[config.mk]
export PLATFORM = sky130hd
export DESIGN_NAME = cdc_push_arbiter
export DESIGN_NICKNAME = d
export VERILOG_FILES = /design/src/rtl/cdc_push_arbiter.sv
export SDC_FILE = /design/constraint.sdc
export NUM_CORES = 1
export LEC_CHECK = 0
export ABC_AREA = 1
export BUFFER_PORTS_ARGS = -buffer_cell sky130_fd_sc_hd__buf_2
export CORE_ASPECT_RATIO = 1.2
export CORE_MARGIN = 3
export CORE_UTILIZATION = 40
export DETAILED_ROUTE_END_ITERATION = 10
export MAX_ROUTING_LAYER = met4
export PLACE_DENSITY = 0.77
export SETUP_SLACK_MARGIN = 0.2
export SLEW_MARGIN = 15
export SYNTH_ARGS = -nofsm -noshare
export SYNTH_HDL_FRONTEND = slang
export SYNTH_SLANG_ARGS = --single-unit
[constraint.sdc]
create_clock -name i_clk -period 3.28 [get_ports i_clk]
set_clock_uncertainty 0.15 [all_clocks]
set_input_delay 0.656 -clock i_clk [delete_from_list [all_inputs] [get_ports i_clk]]
set_output_delay 0.656 -clock i_clk [all_outputs]
set_load 0.05 [all_outputs]
[src/rtl/cdc_push_arbiter.sv]
// cdc_push_arbiter: round-robin arbiter sharing the write port of a single-entry CDC FIFO.
// Grants one requester, issues a single-cycle push, then follows the FIFO full flag up and back down.
module cdc_push_arbiter #(
    parameter int NUM_REQ = 4,
    parameter int ID_W    = 2,
    parameter int DATA_W  = 49,
    parameter int FULL_TO = 15,
    parameter int CNT_W   = 16
) (
    input  logic                      i_clk,
    input  logic                      i_rstn,
    input  logic [NUM_REQ-1:0]        i_req_valid,
    input  logic [NUM_REQ*DATA_W-1:0] i_req_data,
    output logic [NUM_REQ-1:0]        o_req_ready,
    output logic                      o_fifo_push,
    output logic [ID_W+DATA_W-1:0]    o_fifo_wdata,
    input  logic                      i_fifo_full,
    output logic                      o_busy,
    output logic [ID_W-1:0]           o_grant_id,
    output logic                      o_err_timeout,
    output logic [CNT_W-1:0]          o_push_cnt
);
    localparam int              WD_W    = $clog2(FULL_TO + 1);
    localparam logic [ID_W:0]   NR      = (ID_W+1)'(NUM_REQ);
    localparam logic [WD_W-1:0] WD_LAST = WD_W'(FULL_TO - 1);
    localparam logic [ID_W-1:0] ID_LAST = ID_W'(NUM_REQ - 1);

    typedef enum logic [1:0] {IDLE, PUSH, WAIT_FULL, WAIT_DRAIN} state_t;

    state_t               r_state, w_next;
    logic [ID_W-1:0]      r_rr_ptr;
    logic [WD_W-1:0]      r_wd;
    logic [2*NUM_REQ-1:0] w_rot;
    logic                 w_any;
    logic [ID_W-1:0]      w_off, w_gnt;
    logic [ID_W:0]        w_sum;
    logic [DATA_W-1:0]    w_data;
    logic                 w_grant, w_timeout;

    // Rotate so bit 0 is the requester at rr_ptr; lowest set bit wins.
    assign w_rot = {i_req_valid, i_req_valid} >> r_rr_ptr;

    always_comb begin
        w_any = 1'b0;
        w_off = '0;
        for (int k = NUM_REQ - 1; k >= 0; k--) begin
            if (w_rot[k]) begin
                w_any = 1'b1;
                w_off = ID_W'(k);
            end
        end
    end

    assign w_sum = {1'b0, r_rr_ptr} + {1'b0, w_off};
    assign w_gnt = (w_sum >= NR) ? ID_W'(w_sum - NR) : w_sum[ID_W-1:0];

    always_comb begin
        w_data = '0;
        for (int k = 0; k < NUM_REQ; k++) begin
            if (w_gnt == ID_W'(k)) w_data = i_req_data[k*DATA_W +: DATA_W];
        end
    end

    assign w_grant   = (r_state == IDLE) && w_any && !i_fifo_full;
    assign w_timeout = (r_state == WAIT_FULL) && !i_fifo_full && (r_wd == WD_LAST);

    always_comb begin
        w_next      = r_state;
        o_req_ready = '0;
        case (r_state)
            IDLE: begin
                if (w_grant) begin
                    w_next      = PUSH;
                    o_req_ready = NUM_REQ'(1) << w_gnt;
                end
            end
            PUSH:       w_next = WAIT_FULL;
            WAIT_FULL:  w_next = i_fifo_full ? WAIT_DRAIN : (w_timeout ? IDLE : WAIT_FULL);
            WAIT_DRAIN: w_next = i_fifo_full ? WAIT_DRAIN : IDLE;
            default:    w_next = IDLE;
        endcase
    end

    // Push is a pure state decode; WAIT_FULL guarantees the low cycle the FIFO edge detector needs.
    assign o_fifo_push = (r_state == PUSH);
    assign o_busy      = (r_state != IDLE);

    always_ff @(posedge i_clk or negedge i_rstn) begin
        if (!i_rstn) r_state <= IDLE;
        else         r_state <= w_next;
    end

    always_ff @(posedge i_clk or negedge i_rstn) begin
        if (!i_rstn) begin
            r_rr_ptr      <= '0;
            r_wd          <= '0;
            o_fifo_wdata  <= '0;
            o_grant_id    <= '0;
            o_err_timeout <= 1'b0;
            o_push_cnt    <= '0;
        end else begin
            if (w_grant) begin
                o_fifo_wdata <= {w_gnt, w_data};
                o_grant_id   <= w_gnt;
                r_rr_ptr     <= (w_gnt == ID_LAST) ? '0 : w_gnt + 1'b1;
            end
            if (r_state == PUSH) begin
                o_push_cnt <= o_push_cnt + 1'b1;
                r_wd       <= '0;
            end
            if (r_state == WAIT_FULL && !i_fifo_full) r_wd <= r_wd + 1'b1;
            if (w_timeout) o_err_timeout <= 1'b1;
        end
    end
endmodule

==> impl_metrics.env <==
export IMPL_fp_dieW_microns=106
export IMPL_place_hpwl_microns=12700
export IMPL_antenna_found_initial=0
export IMPL_avgViaCountPerCell=4.95
export IMPL_drt_iter0_markers=238
export IMPL_synthMuxAreaShare_pct=10.3
export IMPL_worstSetupPathType="register to primary output"
export IMPL_io_pins=279
export IMPL_multiInputGateArea_sq_mm=0.00273
export IMPL_area_delta_synth_final_pct=46.7
export IMPL_synth_cell_type_count=32
export IMPL_reg2regPathDepth=20
export IMPL_cts_buffers=9
export IMPL_drt_pass1_iterations=6
export IMPL_initial_utilization_pct=41.0
export IMPL_rsz0062_at_grt="true"
export IMPL_seqCellArea_sq_mm=0.00190
export IMPL_core_area_sq_mm=0.0116
export IMPL_fin_crit_sh_pct=99.2
export IMPL_slowest_delay_ns=0.48
export IMPL_fmax_mhz=307
export IMPL_yosys_warnings=0
export IMPL_cap_violations=0
export IMPL_setup_viol=0
export IMPL_synth_top_family_by_area="simple AND/OR/NAND/NOR gates"
export IMPL_h_tree_depth=3
export IMPL_r2r_start="r_rr_ptr[0]"
export IMPL_clock_root_buffer="clkbuf_16"
export IMPL_drt_wl_total_microns=16800
export IMPL_synth_compound_area_share_pct=18.0
export IMPL_hp_class="input port to async pin"
export IMPL_stdcell_area_sq_mm=0.00699
export IMPL_cts_sinks=76
export IMPL_yosysSeqAreaShare_pct=39.9
export IMPL_synth_xor_area_share_pct=2.57
export IMPL_ys_ff_latch=76
export IMPL_tightest_slew_ns=0.964
export IMPL_die_h_microns=126
export IMPL_synth_simple_gate_area_share_pct=19.6
export IMPL_nNetsFinal=1103
export IMPL_r2r_slack_ns=0.16
export IMPL_die_area_sq_mm=0.0133
export IMPL_numPortBuffers=278
export IMPL_synth_adder_area_share_pct=2.10
export IMPL_clkLatencyLatePin_ns=0.33
export IMPL_critPathRequiredTime_ns=2.47
export IMPL_wl_per_cell_microns=15.9
export IMPL_gp_congestion=0.822
export IMPL_cp_slowest_cell="dfrtp_2"
export IMPL_crit_chain="inv_6 -> nand2_4 -> nand3_1 -> nand2_1 -> a21boi_2 -> ha_2 -> xor2_2 -> inv_1 -> nand3_2 -> nand2_4 -> inv_2 -> ha_4 -> inv_2 -> nor2_4 -> buf_8"
export IMPL_critPathLaunchType="register"
export IMPL_synthesis_area_sq_mm=0.00477
export IMPL_ctsHoldBuffers=0
export IMPL_status="complete, no violations"
export IMPL_cp_end_kind="primary output"
export IMPL_arrival_ns=2.45
export IMPL_synthesis_nets=824
export IMPL_grt_pass1_wl_microns=26000
export IMPL_ant_nets=0
export IMPL_clock_path_buffers=2
export IMPL_drv_slew=0
export IMPL_grtUsageTotal_pct=25.5
export IMPL_layout_drive_gt1_share_pct=42.9
export IMPL_placed_area_sq_mm=0.00643
export IMPL_hold_violations=0
export IMPL_critPathMaxFanout=6
export IMPL_cts_tree="done"
export IMPL_clkTransAtPathRegs_ns=0.06
export IMPL_nFillCells=1060
export IMPL_r2r_end="o_fifo_wdata[0]"
export IMPL_grt_remaining_overflow=0
export IMPL_avgSynthCellArea_sq_um=7.78
export IMPL_drc_errors=0
export IMPL_diodes=0
export IMPL_synthCells=613
export IMPL_rows=43
export IMPL_dr_total_vias=5220
export IMPL_relSlewSlack_pct=35.7
export IMPL_finalCriticalPeriod_ns=3.25
export IMPL_finalCoreUtilization_pct=60.2
export IMPL_grt_max_degree=77
export IMPL_grt_pass1_vias=5140
[timing repair]
item                       in CTS  in global routing
gates cloned                    1                  0
buffers inserted                9                  0
pin swaps                       9                  0
setup endpoints to repair      44                 53
resized for setup              37                 21
[cell type report]
class	instances	area share, %
timing repair buffer	311	24.9
tap	157	2.81
clock inverter	5	0.859
sequential	76	27.2
inverter	26	1.57
clock buffer	11	3.61
multi-input combinational	468	39.0
[metal layers]
layer / vias to the layer above / wire length, microns / global-route usage [%]
met1: 2355 / 6730 / 29.2
li1: 2596 / - / -
met5: - / 0 / -
met2: 246 / 8300 / 44.4
met3: 23 / 1370 / 5.01
met4: 0 / 370 / 8.84
[kinds of logic after synthesis]
logic type | count (synthesis)
adders and majority gates | 8
DFF | 76
buffers and inverters | 69
AOI/OAI and AO/OA | 160
muxes | 49
xor gates and xnor gates | 14
and+or+nand+nor | 237
[registers in the layout, indices dropped and copies added, names as in the netlist]
signal,count
r_rr_ptr,2
r_state,2
r_wd,4
o_err_timeout,1
o_fifo_wdata,51
o_push_cnt,16
[metrics by stage]
step           setup TNS, ns  hold WS [ns]  setup WS, ns  cells
6_report                   0         0.319        0.0257   1054
5_1_grt               -0.471         0.350        -0.124   1054
4_1_cts                    0         0.327        0.0345   1054
3_5_place_dp          -0.525         0.311        -0.128   1028
3_3_place_gp          -0.179         0.310       -0.0845   1028
2_1_floorplan              0         0.210         0.154    613
[how the worst max path moves through the flow]
stage                   startpoint              end  depth (start not counted)
floorplan           i_req_valid[2]   o_req_ready[1]                         16
global placement    i_req_valid[2]  o_fifo_wdata[7]                         19
detailed placement  i_req_valid[2]  o_fifo_wdata[7]                         19
CTS                    r_rr_ptr[0]   o_req_ready[3]                         16
global route           r_rr_ptr[0]   o_req_ready[0]                         15
finish                 r_rr_ptr[0]   o_req_ready[0]                         15
[critical path, delay by kind of cell (launching register included)]
kind,cells,cell delay (ns)
adder cells (fa/ha/maj),2,0.35
AND/OR/NAND/NOR,6,0.43
flip-flops,1,0.48
XOR/XNOR,1,0.17
buffers and inverters,5,0.54
AO/OA/AOI/OAI,1,0.15
[placed cells by master (no fill, tap or decap), types with 4 or more instances in the layout]
master     count
nand3_2        6
inv_1         19
nor2_1        60
a21oi_2        8
a21oi_1       90
buf_6          5
dfrtp_1       74
o21ai_2       11
nand2_1      139
ha_4           4
nand3_1       12
o21ai_1       19
o21ai_0       25
xor2_1         9
xnor2_1        4
nand2_2        4
nor2_4         6
mux2i_1       49
buf_2        273
nand2_4        4
buf_4         28
clkbuf_16      9
[Yosys cell counts]
cell | n | area [sq um]
a21boi_0 | 1 | 7.51
nand4_1 | 1 | 6.26
nor2_2 | 2 | 12.5
inv_1 | 24 | 90.1
a31oi_1 | 1 | 6.26
nand3_1 | 18 | 90.1
xor2_1 | 10 | 87.6
buf_4 | 4 | 30.0
nor2_4 | 1 | 11.3
dfrtp_1 | 76 | 1900
nor3_1 | 2 | 10.0
xnor2_1 | 4 | 35.0
clkbuf_4 | 2 | 15.0
o211ai_1 | 1 | 7.51
o21bai_1 | 1 | 7.51
ha_1 | 8 | 100
o21ai_2 | 12 | 105
nand2_2 | 1 | 6.26
buf_2 | 10 | 50.1
o31ai_1 | 1 | 7.51
nand3b_1 | 1 | 7.51
nor2_1 | 64 | 240
nand2_1 | 147 | 552
mux2i_1 | 49 | 490
clkbuf_1 | 20 | 75.1
clkbuf_8 | 4 | 55.1
o21ai_1 | 1 | 5.00
a22oi_1 | 1 | 7.51
inv_2 | 2 | 7.51
o21ai_0 | 43 | 215
a21oi_1 | 98 | 490
buf_6 | 3 | 33.8
Power is left out: the tool's default activity adds up to more than one toggle a clock period on the data nets, which glitch-free logic cannot reach.
